==> src/rtl/game2048_pkg.sv <==
// Shared constants and FSM state type for the 2048 board text parser.
package game2048_pkg;

  localparam int unsigned TILE_W    = 20;
  localparam int unsigned NUM_TILES = 16;
  localparam int unsigned SCORE_W   = 21;

  localparam logic [7:0] ASCII_SPACE = 8'h20;
  localparam logic [7:0] ASCII_PIPE  = 8'h7C;
  localparam logic [7:0] ASCII_DASH  = 8'h2D;
  localparam logic [7:0] ASCII_CR    = 8'h0D;
  localparam logic [7:0] ASCII_LF    = 8'h0A;
  localparam logic [7:0] ASCII_COLON = 8'h3A;
  localparam logic [7:0] ASCII_ZERO  = 8'h30;
  localparam logic [7:0] ASCII_A_LO  = 8'h61;
  localparam logic [7:0] ASCII_Z_LO  = 8'h7A;

  typedef enum logic [2:0] {
    ST_IDLE,
    ST_SKIP,
    ST_NUM,
    ST_SSKIP,
    ST_SNUM,
    ST_ERR
  } state_t;

endpackage

==> src/rtl/ascii_class.sv <==
// Combinational character classifier: decimal digit, field separator, digit value.
module ascii_class
  import game2048_pkg::*;
(
  input  logic [7:0] char_in,
  output logic       is_digit,
  output logic       is_sep,
  output logic [3:0] digit
);

  logic [7:0] offset;

  always_comb begin
    offset   = char_in - ASCII_ZERO;
    digit    = offset[3:0];
    is_digit = (char_in >= ASCII_ZERO) && (char_in <= (ASCII_ZERO + 8'd9));
    is_sep   = (char_in == ASCII_SPACE) || (char_in == ASCII_PIPE) ||
               (char_in == ASCII_DASH)  || (char_in == ASCII_CR)   ||
               (char_in == ASCII_LF)    || (char_in == ASCII_COLON) ||
               ((char_in >= ASCII_A_LO) && (char_in <= ASCII_Z_LO));
  end

endmodule

==> src/rtl/string_to_board.sv <==
// Parses a streamed ASCII 2048 grid into row-major tiles with saturating decimal fields.
// Define STB_SCORE_EN to also parse a trailing score after the last tile.
module string_to_board #(
  parameter int unsigned TILE_W    = game2048_pkg::TILE_W,
  parameter int unsigned NUM_TILES = game2048_pkg::NUM_TILES,
  parameter int unsigned SCORE_W   = game2048_pkg::SCORE_W
) (
  input  logic                          clk,
  input  logic                          rst,
  input  logic                          start,
  input  logic [7:0]                    char_in,
  input  logic                          char_valid,
  output logic                          char_ready,
  output logic [NUM_TILES*TILE_W-1:0]   board,
  output logic [SCORE_W-1:0]            score,
  output logic                          done,
  output logic                          error
);
  import game2048_pkg::*;

  localparam int unsigned ACC_W = (SCORE_W > TILE_W) ? SCORE_W : TILE_W;
  localparam int unsigned IDX_W = (NUM_TILES > 1) ? $clog2(NUM_TILES) : 1;
  localparam logic [IDX_W-1:0] LAST_IDX = IDX_W'(NUM_TILES - 1);
  localparam logic [ACC_W+3:0] TILE_MAX = {{(ACC_W+4-TILE_W){1'b0}}, {TILE_W{1'b1}}};
`ifdef STB_SCORE_EN
  localparam logic [ACC_W+3:0] SCORE_MAX = {{(ACC_W+4-SCORE_W){1'b0}}, {SCORE_W{1'b1}}};
`endif

  state_t             state, state_nxt;
  logic [ACC_W-1:0]   acc, acc_next;
  logic [ACC_W+3:0]   acc_sum, sat_max;
  logic [IDX_W-1:0]   idx;
  logic               is_digit, is_sep;
  logic [3:0]         digit;
  logic               xfer, last_tile;

  ascii_class u_class (
    .char_in  (char_in),
    .is_digit (is_digit),
    .is_sep   (is_sep),
    .digit    (digit)
  );

  assign xfer      = char_valid & char_ready;
  assign last_tile = (idx == LAST_IDX);

  // acc*10 + digit, clamped to the limit of whichever field is being parsed
  always_comb begin
    acc_sum = ({4'b0, acc} << 3) + ({4'b0, acc} << 1) + {{ACC_W{1'b0}}, digit};
    sat_max = TILE_MAX;
`ifdef STB_SCORE_EN
    if (state == ST_SNUM) sat_max = SCORE_MAX;
`endif
    acc_next = (acc_sum > sat_max) ? sat_max[ACC_W-1:0] : acc_sum[ACC_W-1:0];
  end

  always_ff @(posedge clk or posedge rst) begin
    if (rst) state <= ST_IDLE;
    else     state <= state_nxt;
  end

  always_comb begin
    state_nxt = state;
    if (start) begin
      state_nxt = ST_SKIP;
    end else if (xfer) begin
      unique case (state)
        ST_SKIP: begin
          if (is_digit)     state_nxt = ST_NUM;
          else if (!is_sep) state_nxt = ST_ERR;
        end
        ST_NUM: begin
          if (is_sep) begin
`ifdef STB_SCORE_EN
            state_nxt = last_tile ? ST_SSKIP : ST_SKIP;
`else
            state_nxt = last_tile ? ST_IDLE : ST_SKIP;
`endif
          end else if (!is_digit) begin
            state_nxt = ST_ERR;
          end
        end
`ifdef STB_SCORE_EN
        ST_SSKIP: begin
          if (is_digit)     state_nxt = ST_SNUM;
          else if (!is_sep) state_nxt = ST_ERR;
        end
        ST_SNUM: begin
          if (is_sep)         state_nxt = ST_IDLE;
          else if (!is_digit) state_nxt = ST_ERR;
        end
`endif
        default: state_nxt = state;
      endcase
    end
  end

  // IDLE is only reachable through reset or a completed parse, so it alone marks done
  always_comb begin
    char_ready = (state == ST_SKIP) || (state == ST_NUM) ||
                 (state == ST_SSKIP) || (state == ST_SNUM);
    done       = (state == ST_IDLE);
    error      = (state == ST_ERR);
  end

`ifdef STB_SCORE_EN
  logic [SCORE_W-1:0] score_q;
  assign score = score_q;
`else
  assign score = '0;
`endif

  always_ff @(posedge clk or posedge rst) begin
    if (rst) begin
      board <= '0;
      acc   <= '0;
      idx   <= '0;
`ifdef STB_SCORE_EN
      score_q <= '0;
`endif
    end else if (start) begin
      board <= '0;
      acc   <= '0;
      idx   <= '0;
`ifdef STB_SCORE_EN
      score_q <= '0;
`endif
    end else if (xfer) begin
      unique case (state)
        ST_SKIP, ST_SSKIP: begin
          if (is_digit) acc <= {{(ACC_W-4){1'b0}}, digit};
        end
        ST_NUM: begin
          if (is_digit) begin
            acc <= acc_next;
          end else if (is_sep) begin
            for (int unsigned k = 0; k < NUM_TILES; k++) begin
              if (idx == IDX_W'(k)) board[k*TILE_W +: TILE_W] <= acc[TILE_W-1:0];
            end
            acc <= '0;
            idx <= idx + 1'b1;
          end
        end
`ifdef STB_SCORE_EN
        ST_SNUM: begin
          if (is_digit) begin
            acc <= acc_next;
          end else if (is_sep) begin
            score_q <= acc[SCORE_W-1:0];
            acc     <= '0;
          end
        end
`endif
        default: ;
      endcase
    end
  end

endmodule

==> config.mk <==
export PLATFORM = sky130hd
export DESIGN_NAME = string_to_board
export DESIGN_NICKNAME = d
export VERILOG_FILES = /design/src/rtl/game2048_pkg.sv /design/src/rtl/ascii_class.sv /design/src/rtl/string_to_board.sv
export SDC_FILE = /design/constraint.sdc
export NUM_CORES = 1
export LEC_CHECK = 0
export CORE_ASPECT_RATIO = 0.5
export CORE_MARGIN = 2
export CORE_UTILIZATION = 30
export CTS_CLUSTER_DIAMETER = 30
export DETAILED_ROUTE_END_ITERATION = 10
export PLACE_DENSITY = 0.58
export SLEW_MARGIN = 10
export SYNTH_ARGS = -nofsm -noshare
export SYNTH_HDL_FRONTEND = slang
export SYNTH_SLANG_ARGS = --single-unit
export TNS_END_PERCENT = 20
==> constraint.sdc <==
create_clock -name clk -period 13.1 [get_ports clk]
set_input_delay 1.965 -clock clk [delete_from_list [all_inputs] [get_ports clk]]
set_output_delay 1.965 -clock clk [all_outputs]
set_load 0.02 [all_outputs]
# Yosys cells after proc, flatten, opt, wreduce, memory -nomap -nowiden

Index checks and enable logic that the tools add are counted.

Word-level logic and storage cells: 155
Bits in registers: 348
Input bits: 12

Bitwise operators: 1
Reduce and logical (&&, ||, !) cells: 54
Add/subtract/negate cells: 4
Multiplexer cells: 41
Eq/ne operators: 31
Magnitude comparators: 5

Operator list:

| operator                                                           | count |
|---|---|
| 2-to-1 mux 320 bit                                                 | 5 |
| 2-to-1 mux 20 bit                                                  | 16 |
| 2-to-1 mux 21 bit                                                  | 6 |
| AND reduction 5 bit                                                | 16 |
| case mux 21 bit (2 select lines)                                   | 1 |
| nonzero test 2 bit                                                 | 19 |
| == test 4 bit (second input constant)                              | 8 |
| adder 24 x 22 -> 25 bit                                            | 1 |
| adder 25 x 4 -> 25 bit                                             | 1 |
| greater-than comparator 25 x 20 -> 1 bit (second input constant)   | 1 |
| == test 8 x 6 -> 1 bit (second input constant)                     | 3 |
| 2-to-1 mux 4 bit                                                   | 5 |
| 2-to-1 mux 3 bit                                                   | 6 |
| == test 4 x 3 -> 1 bit (second input constant)                     | 4 |
| == test 8 x 4 -> 1 bit (second input constant)                     | 2 |
| != test 4 bit (second input constant)                              | 3 |
| AND reduction 4 bit                                                | 3 |
| logical OR 1 bit                                                   | 9 |
| == test 4 x 2 -> 1 bit (second input constant)                     | 2 |
| == test 8 x 7 -> 1 bit (second input constant)                     | 1 |
| greater-or-equal comparator 8 x 6 -> 1 bit (second input constant) | 1 |
| greater-or-equal comparator 8 x 7 -> 1 bit (second input constant) | 1 |
| <= comparator 8 x 6 -> 1 bit (second input constant)               | 1 |
| <= comparator 8 x 7 -> 1 bit (second input constant)               | 1 |
| other kinds (16)                                                   | 20 |

# Longest topological paths before layout

Gate-level depths: netlist (run 1).

Word-level depth: 12
Gate-level depth with buffers: 13

# By module

From an unflattened synthesis (run 1), not the netlist that was laid out.

Cell total of the unflattened synthesis: 1,485
Area total of the unflattened synthesis: 14,830.5 um2

By module, submodules not included:

| module          | area each (um2) | cells an instance | sequential area each (um2) | instances |
|---|---|---|---|---|
| string_to_board | 14,674.1        | 1,462             | 8,708.4                    | 1 |
| ascii_class     | 156.4           | 23                | 0.0                        | 1 |

# Worst setup path after synthesis (run 1)

Ideal clock, no wire load.

Path kind: input port to flip-flop
From: input port char_in[3]
To: register acc[14]
Arrival: 5,157 ps
Stages on the path: 13
Required time: 12,974 ps
Slack: 7,817 ps
Buffers on the path: 1
Path through: inv_1 fa_1 inv_1 fa_1 a21o_1 a221oi_2 o21ai_1 a41oi_1 o311ai_1 a222oi_1 nor2b_2 buf_6 a221o_1

Word-level cells in the longest chain between the ends: 9

RTL lines:

| item                                                           | RTL line               | RTL |
|---|---|---|
| start: declaration                                             | string_to_board.sv:11  | `input logic [7:0] char_in,` |
| branches (longest 9 deep; another with adder 25 x 4 -> 25 bit) | -                      |  |
| end signal: assignment                                         | string_to_board.sv:131 | `if (is_digit) acc <= {{(ACC_W-4){1'b0}}, digit};` |
| end signal: assignment                                         | string_to_board.sv:135 | `acc <= acc_next;` |
| end: declaration                                               | string_to_board.sv:30  | `logic [ACC_W-1:0] acc, acc_next;` |

Several ways; the timed one is not identified. The select of a mux whose other input is x is not followed.
A chain may end at the register's enable or synchronous reset.

# Final worst setup path (run 1)

From: input port char_in[3]
To: register acc[6]

The elaborated chain is that of the path after synthesis.

==> summary.txt, run 1 <==
Floorplan
  • Chip width: 323 um
  • Core area: between 50000 and 60000 um2
  • Num ports: around 360
  • Die area: 52800 um2
  • Die Height: roughly 160 um
  • Placement row count: 58
  • Initial core utilization: 30.4%

Clock network
  • CTS Buffer Depth: 3
  • CTS Sinks: approximately 350
  • CTS root buffer: clkbuf_16
  • Post-CTS setup buffers: 0
  • Inserted Clock Buffers: 57
  • Clk_lat worst skew: 590 ps
  • CTS tree: built
  • H-tree depth: 2
  • Clock slew at reported path FFs: 50 ps
  • Post-CTS Resized: 0
  • CTS Hold Bufs: 0

Layout
  • Layout Cells excl Fill: 2269
  • # diodes: 0
  • Layout cell share with drive strength beyond 1: between 20 and 30%
  • Fill cell count: 4728
  • Synth-to-Final Area Change: 40.1%
  • Layout Nets: 1593

Timing
  • Fmax: 179 MHz
  • Final Hold Fails: 0
  • Worst Skew: approximately 31 ps
  • # setup viols final: 0
  • Measured slew at the worst slew-check pin: ~1100 ps
  • Final worst path period share: 42.6%
  • Pins Over Slew Limit: 0
  • Setup TNS: 0 ps
  • Tmin final: roughly 5600 ps
  • RSZ-0062 raised after global routing: no
  • Slew headroom: between 20% and 30%

Power and ir drop
  • Worst VDD drop: about 110 uV
  • LEAKAGE: 10.0 nW
  • PwrDens: ~130 nW/um2

Setup path
  • Largest fanout on the critical path: 13
  • Setup CP Type: in2reg
  • CP arrival: 6040 ps
  • Critical path startpoint category: primary input
  • Crit end category: flip-flop
  • Worst EP required: 13560 ps

Routing
  • 1st-iter DRT viols: 520
  • Top routing layer in use: met4
  • Drt drc: 0
  • Vias per cell: 4.65
  • Avg WL per Cell: 20.5 um
  • WL met3: 1390 um
  • Via count: 10600
  • Wl on met1: 19000 um
  • DRT antenna net count: 0
  • First-pass detailed-route iteration total: 4
  • Total Wirelength: 46500 um
  • Met2 wire len: 23900 um

Yosys
  • Yosys warnings: 0
  • Syn avg cell area: 12.7 um2
  • Yosys cell types: 61
  • Mapped Area: 15300 um2
  • Cells after synthesis: approximately 1200
  • Top cell type's share of synthesized area: between 50% and 60%
  • Sequential-to-total area share from yosys stat: 57.0%
  • Top post-synthesis cells by area: dfrtp_1, mux2_2, ha_1
  • Yosys reg bits: 348
  • Post-synth EDFFs: 0
  • Async set-reset flop share out of synthesis: 100%
  • Top_reg_cell synth: dfrtp_1
  • Area leader, netlist: dfrtp_1

Global routing
  • Number of global-route vias before repair: around 11000
  • Grt total ovfl: 0
  • Antenna violations before repair: 0
  • GRT Overall Usage: between 10% and 20%
  • First-pass GRT wire length: 69100 um
  • Pin count of the biggest net entering global routing: ~120

Placement
  • Placed insts: around 2200
  • Final HPWL DP: 32800 um
  • Final Wtd Congestion: 0.890
  • I/O Buffers: 334

Status
  • Status: finished, final reports clean

Hold path
  • Hold crit path type: reg2reg

Run
  • MaxCap Viol Count: 0
path summary, 6_finish.rpt:
| check | startpoint | end | slack, ps | cells after the start |
|---|---|---|---|---|
| max | char_in[3] | acc[6] | 7520 | 14 |
| min | board[6] | board[6] | 480 | 1 |
| max reg2reg | acc[0] | acc[6] | 9050 | 13 |
| min reg2reg | board[6] | board[6] | 480 | 1 |
| max in group asynchronous | rst | board[162] | 9570 | 3 |
| min in group asynchronous | rst | board[33] | 1940 | 2 |
layout by cell type, fill, tap and decap left out, drive strengths merged, types with 9 or more instances in the layout:
| master | n |
|---|---|
| ha | 45 |
| clkdlybuf4s50 | 333 |
| bufinv | 9 |
| buf | 29 |
| inv | 16 |
| clkbuf | 71 |
| dfrtp | 348 |
| mux2 | 280 |
| nor2 | 39 |
| o21ai | 27 |
| clkinv | 14 |
| conb | 21 |
| nand2 | 108 |
| a221o | 13 |
| xnor2 | 11 |
| nor2b | 25 |
| nor3 | 10 |
| a21oi | 75 |
logic make-up after synthesis:
family / Yosys count / share of synthesized area (%)
DFF: 348 / 57.0
adders and majority gates: 48 / 4.01
AOI/OAI and AO/OA: 160 / 6.73
other: 1 / 0.0246
and+or+nand+nor: 225 / 6.78
xor gates and xnor gates: 19 / 1.09
buffers and inverters: 116 / 3.62
muxes: 281 / 20.7
per-layer routing:
metal	vias to the layer above	track usage [%]
met4	0	7.89
li1	4857	-
met1	5393	21.0
met3	102	2.13
met2	202	30.5
met5	-	0
through the flow:
stage / setup slack [ps] / area [um2] / hold WS, ps / total power (W) / util (%)
after floorplan: 1480 / 15300 / 509 / 0.00118 / -
after global placement: 7090 / 19300 / 468 / 0.00122 / 38.5
after global routing: 7210 / 21400 / 502 / 0.00289 / 42.6
after CTS: 7580 / 21400 / 486 / 0.00282 / 42.6
after detailed placement: 6990 / 19300 / 474 / 0.00122 / 38.5
final: 7520 / 21400 / 482 / 0.00279 / 42.6
power by group:
group | leakage, nW | internal [W] | switching, W
logic | 4.17 | 0.0000327 | 0.0000834
registers | 4.86 | 0.00108 | 0.00000316
clock network | 0.996 | 0.00104 | 0.000557
total | 10.0 | 0.00215 | 0.000644
state kept, by name, summed over array words and instances (netlist names):
register,count
state,3
idx,4
acc,21
board,320
synthesized netlist by cell type (all sizes together), types with 7 or more instances:
cell / count
ha: 45
nand2: 108
xor2: 8
inv: 11
mux2: 280
nor3: 10
buf: 48
xnor2: 11
nor2b: 25
nor2: 39
a221o: 13
o21ai: 27
dfrtp: 348
a21o: 8
nand3: 7
a21oi: 75
clkbuf: 57
worst max-delay path, stage by stage:
cell,delay [ps]
clkdlybuf4s50_1,610
inv_1,100
fa_1,540
inv_1,70
fa_1,450
a21o_1,230
a221oi_2,370
o21ai_1,190
a41oi_1,360
o311ai_1,120
a222oi_1,370
buf_4,260
nor2b_2,130
a221o_1,280
layout make-up:
class / instances / area [um2] / area share (%)
clock inverters: 33 / 480 / 2.25
repair buffers: 362 / 3550 / 16.6
well taps: 690 / 863 / 4.03
multi-input cells: 754 / 6170 / 28.8
flip-flops and latches: 348 / 8710 / 40.7
clock buffers: 71 / 1580 / 7.38
inverters: 11 / 48.8 / 0.228
No activity file was read; power rests on OpenSTA's default activity.
==> run 2: changes to the inputs <==
==> constraint.sdc (replaced) <==
create_clock -name clk -period 5.5 [get_ports clk]
set_input_delay 0.825 -clock clk [delete_from_list [all_inputs] [get_ports clk]]
set_output_delay 0.825 -clock clk [all_outputs]
set_load 0.02 [all_outputs]
==> summary.txt, run 2 (synthesis results as in run 1) <==
Clock network
  • H-tree depth: 3 (+1)
  • CTS root buffer: clkbuf_16
  • Post-CTS setup buffers: 0 (unchanged)
  • CTS Buffer Depth: 3 (unchanged)
  • Post-CTS Resized: 0 (unchanged)
  • Clock slew at reported path FFs: 50 ps (about the same)
  • CTS tree: built
  • CTS Hold Bufs: 0 (unchanged)
  • Clk_lat worst skew: 590 ps (about the same)
  • Inserted Clock Buffers: 67 (+18%)
  • CTS Sinks: 348 (unchanged)

Timing
  • Final worst path period share: 81.0%
  • RSZ-0062 raised after global routing: no
  • Setup TNS: 0 ps (unchanged)
  • # setup viols final: 0 (unchanged)
  • Measured slew at the worst slew-check pin: 1130 ps (+4.85 ps)
  • Pins Over Slew Limit: 0 (unchanged)
  • Fmax: 225 MHz
  • Final Hold Fails: 0 (unchanged)
  • Tmin final: roughly 4500 ps
  • Worst Skew: 36.2 ps (+5.21 ps)
  • Slew headroom: 24.8% (-0.32 points)

Layout
  • Regs by FF count: board: 320 flops, acc: 21 flops, idx: 4 flops
  • # diodes: 0 (unchanged)
  • Max FFs per register: 320 (unchanged)
  • Largest Register: board
  • Commonest non-fill, non-tap cells in the layout: dfrtp_1, clkdlybuf4s50_1, mux2_2, nand2_1, a21oi_1
  • Fin area: 21800 um2 (+1.9%)
  • Layout cell share with drive strength beyond 1: 28.0% (+1.1 points)
  • Final core occ: 43.4% (+0.81 points)
  • Synth-to-Final Area Change: 42.8%
  • Layout Nets: 1609 (+1.0%)
  • Fill cell count: 4684 (-0.93%)
  • Layout Cells excl Fill: 2291 (+0.97%)
  • Commonest non-fill, non-tap cell in the layout: dfrtp_1

Floorplan
  • Die Height: 164 um (unchanged)
  • Die area: 52800 um2 (unchanged)
  • Core area: 50200 um2 (unchanged)
  • Initial core utilization: 30.4% (unchanged)
  • Placement row count: 58 (unchanged)
  • Chip width: 323 um (unchanged)
  • Num ports: 356 (unchanged)

Global routing
  • Pin count of the biggest net entering global routing: 162 (+33%)
  • GRT Overall Usage: 17.5% (+0.35 points)
  • Number of global-route vias before repair: 10800 (+2.2%)
  • First-pass GRT wire length: 70300 um (+1.7%)
  • Antenna violations before repair: 0 (unchanged)
  • Grt total ovfl: 0 (unchanged)

Placement
  • Final HPWL DP: 32900 um (+0.42%)
  • Placed insts: 2171 (+0.28%)
  • Placed Area: 19400 um2 (+0.25%)
  • I/O Buffers: 334 (unchanged)
  • Final Wtd Congestion: 0.884 (-0.67%)

Setup path
  • Worst EP required: 5930 ps (-7630 ps)
  • Critical path startpoint category: primary input
  • Reg2Reg Setup Slack: 1460 ps (-7590 ps)
  • R2R cell count: 13 (unchanged)
  • Setup CP Type: in2reg
  • RR Startpoint: acc[2]
  • Largest fanout on the critical path: 13 (unchanged)
  • Crit end category: flip-flop
  • Reg-to-Reg End: acc[4]
  • CP arrival: 4880 ps (-1160 ps)

Run
  • MaxCap Viol Count: 0 (unchanged)

Routing
  • Drt drc: 0 (unchanged)
  • Total Wirelength: 47300 um (+1.8%)
  • Via count: 10700 (+1.6%)
  • Avg WL per Cell: 20.7 um (+0.84%)
  • Vias per cell: 4.68 (+0.64%)
  • DRT antenna net count: 0 (unchanged)
  • 1st-iter DRT viols: 686 (+32%)
  • First-pass detailed-route iteration total: 5 (+1)

Power and ir drop
  • Total power: 0.00721 W (+160%)
  • Worst VDD drop: 181 uV (+64%)
  • LEAKAGE: 10.2 nW (+2.0%)
  • PwrDens: 331 nW/um2 (+150%)

Hold path
  • Hold_sp: board[5]
  • Hold depth: 1 (unchanged)
  • Hold crit path type: reg2reg
  • Hold EP: board[5]

Status
  • Status: finished, final reports clean
==> run 2: changes by cell type in the layout (fill, tap and decap cells not counted), sizes merged <==
cell / delta
clkbuf: +7
buf: +6
clkinv: +5
clkinvlp: +2
bufinv: +1
inv: +1
==> run 2: critical path: stages <==
cell and delay (ps):
clkdlybuf4s50_1 620, inv_1 110, fa_1 540, inv_1 70
fa_1 460, a21o_1 220, a221oi_2 380, o21ai_1 200
a41oi_1 400, o311ai_1 140, a222oi_1 240, buf_4 230
nor2b_2 130, a221o_1 300
==> run 2: cell type report <==
type	count	area, um2	area share (%)
clock inverter	42	609	2.79
clock buffer	78	1810	8.30
inverter	11	45.0	0.207
multi-input combinational	754	6150	28.2
tap	690	863	3.96
timing repair buffer	368	3620	16.6
sequential	348	8710	39.9
==> run 2: how the worst max path moves through the flow <==
stage,startpoint,endpoint,slack [ps],cells past startpoint
3_5_place_dp,char_in[3],acc[4],600,14
3_3_place_gp,char_in[3],acc[14],680,14
4_1_cts,char_in[3],acc[4],1130,14
5_1_grt,char_in[3],acc[4],870,14
6_report,char_in[3],acc[4],1050,14
2_1_floorplan,rst,acc[0],20,1
==> run 2: where the power goes <==
part	total (W)	switching [W]	internal (W)
clock network	0.00435	0.00148	0.00287
logic	0.000282	0.000199	0.0000825
registers	0.00258	0.00000781	0.00257
==> run 2: per-layer routing <==
metal	global-route usage [%]	vias to the layer above	routed length, um	share of wire [%]
li1	-	4914	-	-
met1	21.2	5491	19000	40
met2	31.3	229	24900	53
met3	2.70	90	1550	3.3
met4	7.46	0	1890	4.0
met5	0	-	0	0
==> run 2: per-stage QoR <==
stage / setup slack [ps] / hold slack, ps
global route: 866 / 493
finish: 1050 / 482
global placement: 675 / 468
floorplan: 16.6 / 509
detailed placement: 597 / 475
CTS: 1130 / 486
==> run 3: changes to the inputs <==
==> constraint.sdc (replaced) <==
create_clock -name clk -period 4.6 [get_ports clk]
set_input_delay 0.69 -clock clk [delete_from_list [all_inputs] [get_ports clk]]
set_output_delay 0.69 -clock clk [all_outputs]
set_load 0.02 [all_outputs]
==> summary.txt, run 3 (synthesis results as in run 1) <==
Clock network
  • Post-CTS setup buffers: 0 (unchanged)
  • Inserted Clock Buffers: 61 (-9.0%)
  • Clk_lat worst skew: 600 ps (about the same)
  • CTS Sinks: 348 (unchanged)
  • CTS Hold Bufs: 0 (unchanged)
  • Clock slew at reported path FFs: 50 ps (about the same)
  • CTS tree: built
  • Post-CTS Resized: 0 (unchanged)
  • H-tree depth: 2 (-1)
  • CTS Buffer Depth: 3 (unchanged)
  • CTS root buffer: clkbuf_16

Timing
  • Final worst path period share: 86.8%
  • Slew headroom: 21.0% (-3.8 points)
  • RSZ-0062 raised after global routing: no
  • Final Hold Fails: 0 (unchanged)
  • Pins Over Slew Limit: 0 (unchanged)
  • Setup ws final: 609 ps (-438 ps)
  • Tmin final: roughly 4000 ps
  • # setup viols final: 0 (unchanged)
  • Fmax: 251 MHz
  • Worst Skew: 23.8 ps (-12.4 ps)
  • Measured slew at the worst slew-check pin: 1180 ps (+57.5 ps)

Setup path
  • CP bufs+invs: 3 (-1)
  • Crit-path leading delay family: compound AO/OA/AOI/OAI gates
  • R2R cell count: 12 (-1)
  • Crit end category: flip-flop
  • Critical path startpoint category: primary input
  • Worst EP required: 5060 ps (-870 ps)
  • Largest fanout on the critical path: 13 (unchanged)
  • Slowest CP cell: fa_1
  • Setup CP Type: in2reg
  • Number of cells on the critical path: 13 (-1)
  • CP arrival: 4450 ps (-430 ps)
  • CP cell instances: clkdlybuf4s50_1 -> inv_1 -> fa_1 -> inv_1 -> fa_1 -> a21o_1 -> a221oi_2 -> o22a_1 -> a21oi_1 -> a211o_1 -> a222oi_1 -> nor2b_2 -> a221o_1
  • Crit-path max cell delay: 530 ps (-90 ps)

Layout
  • Max FFs per register: 320 (unchanged)
  • Layout cell share with drive strength beyond 1: 28.2% (+0.17 points)
  • Commonest non-fill, non-tap cell in the layout: dfrtp_1
  • Commonest non-fill, non-tap cells in the layout: dfrtp_1, clkdlybuf4s50_1, mux2_2, nand2_1, a21oi_1
  • Synth-to-Final Area Change: 41.1%
  • Largest Register: board
  • Layout Cells excl Fill: 2299 (+0.35%)
  • Regs by FF count: board: 320 flops, acc: 21 flops, idx: 4 flops
  • Layout Nets: 1619 (+0.62%)
  • Final core occ: 42.9% (-0.51 points)
  • # diodes: 0 (unchanged)

Power and ir drop
  • PwrDens: 365 nW/um2 (+10%)
  • Worst VDD drop: 289 uV (+60%)
  • LEAKAGE: 10.1 nW (-1.1%)
  • Total power: 0.00787 W (+9.1%)

Run
  • MaxCap Viol Count: 0 (unchanged)

Global routing
  • Number of global-route vias before repair: 10800 (+0.055%)
  • Antenna violations before repair: 0 (unchanged)
  • First-pass GRT wire length: 70300 um (about the same)
  • Pin count of the biggest net entering global routing: 97 (-40%)
  • Grt total ovfl: 0 (unchanged)
  • GRT Overall Usage: 17.6% (+0.023 points)

Placement
  • I/O Buffers: 334 (unchanged)
  • Pre-CTS WS: 75.8 ps (-521 ps)
  • Final HPWL DP: 33600 um (+2.0%)
  • Final Wtd Congestion: 0.899 (+1.8%)
  • Placed insts: 2187 (+0.74%)

Routing
  • First-pass detailed-route iteration total: 7 (+2)
  • Vias per cell: 4.66 (-0.38%)
  • Drt drc: 0 (unchanged)
  • Total Wirelength: 47400 um (+0.11%)
  • DRT antenna net count: 0 (unchanged)
  • Via count: 10700 (-0.028%)
  • Avg WL per Cell: 20.6 um (-0.23%)
  • 1st-iter DRT viols: 655 (-4.5%)

Hold path
  • Hold depth: 1 (unchanged)
  • Hold crit path type: reg2reg

Floorplan
  • Chip width: 323 um (unchanged)
  • Num ports: 356 (unchanged)
  • Placement row count: 58 (unchanged)
  • Core area: 50200 um2 (unchanged)
  • Die Height: 164 um (unchanged)
  • Initial core utilization: 30.4% (unchanged)
  • Die area: 52800 um2 (unchanged)

Status
  • Status: finished, final reports clean
[run 3: path summary, 6_finish.rpt]
kind                       startpoint          to  slack, ps
max reg2reg                    acc[0]     acc[11]        700
min reg2reg                 board[12]   board[12]        480
max                        char_in[3]     acc[11]        610
max in group asynchronous         rst  board[102]       2950
min in group asynchronous         rst   board[35]        570
min                         board[12]   board[12]        480
[run 3: final cells by class]
cell class | instances | area [um2]
Multi-Input combinational cell | 754 | 6160
Clock buffer | 67 | 1560
Fill cell | 4733 | 28700
Sequential cell | 348 | 8710
Inverter | 11 | 45.0
Timing Repair Buffer | 384 | 3740
Tap cell | 690 | 863
Clock inverter | 45 | 480
[run 3: through the flow]
step,setup TNS [ps],instance area [um2],hold slack [ps]
final,0,21600,482
after global routing,0,21600,490
after CTS,0,21600,487
after detailed placement,0,19500,474
after global placement,0,19500,467
after floorplan,-260460,15300,509
[run 3: worst register-to-register path, delay by kind of cell, from the launching register on]
kind,cells,cell delay [ps]
AO/OA/AOI/OAI,7,1920
adder cells (fa/ha/maj),2,980
buffers and inverters,2,190
flip-flops,1,470
AND/OR/NAND/NOR,1,240
[run 3: per-layer routing]
metal  wire length [um]  vias to the layer above  GRT usage [%]
met5                  0                        -              0
met4               1680                        0           6.45
met3               1390                       80           2.37
met2              24800                      188           31.5
met1              19600                     5533           21.6
li1                   -                     4920              -
[run 3: where the power goes]
part / internal, W / total, W / leakage, nW / switching, W
clock: 0.00276 / 0.00444 / 0.972 / 0.00168
combinational: 0.000106 / 0.000349 / 4.28 / 0.000244
sequential: 0.00307 / 0.00308 / 4.86 / 0.00000919
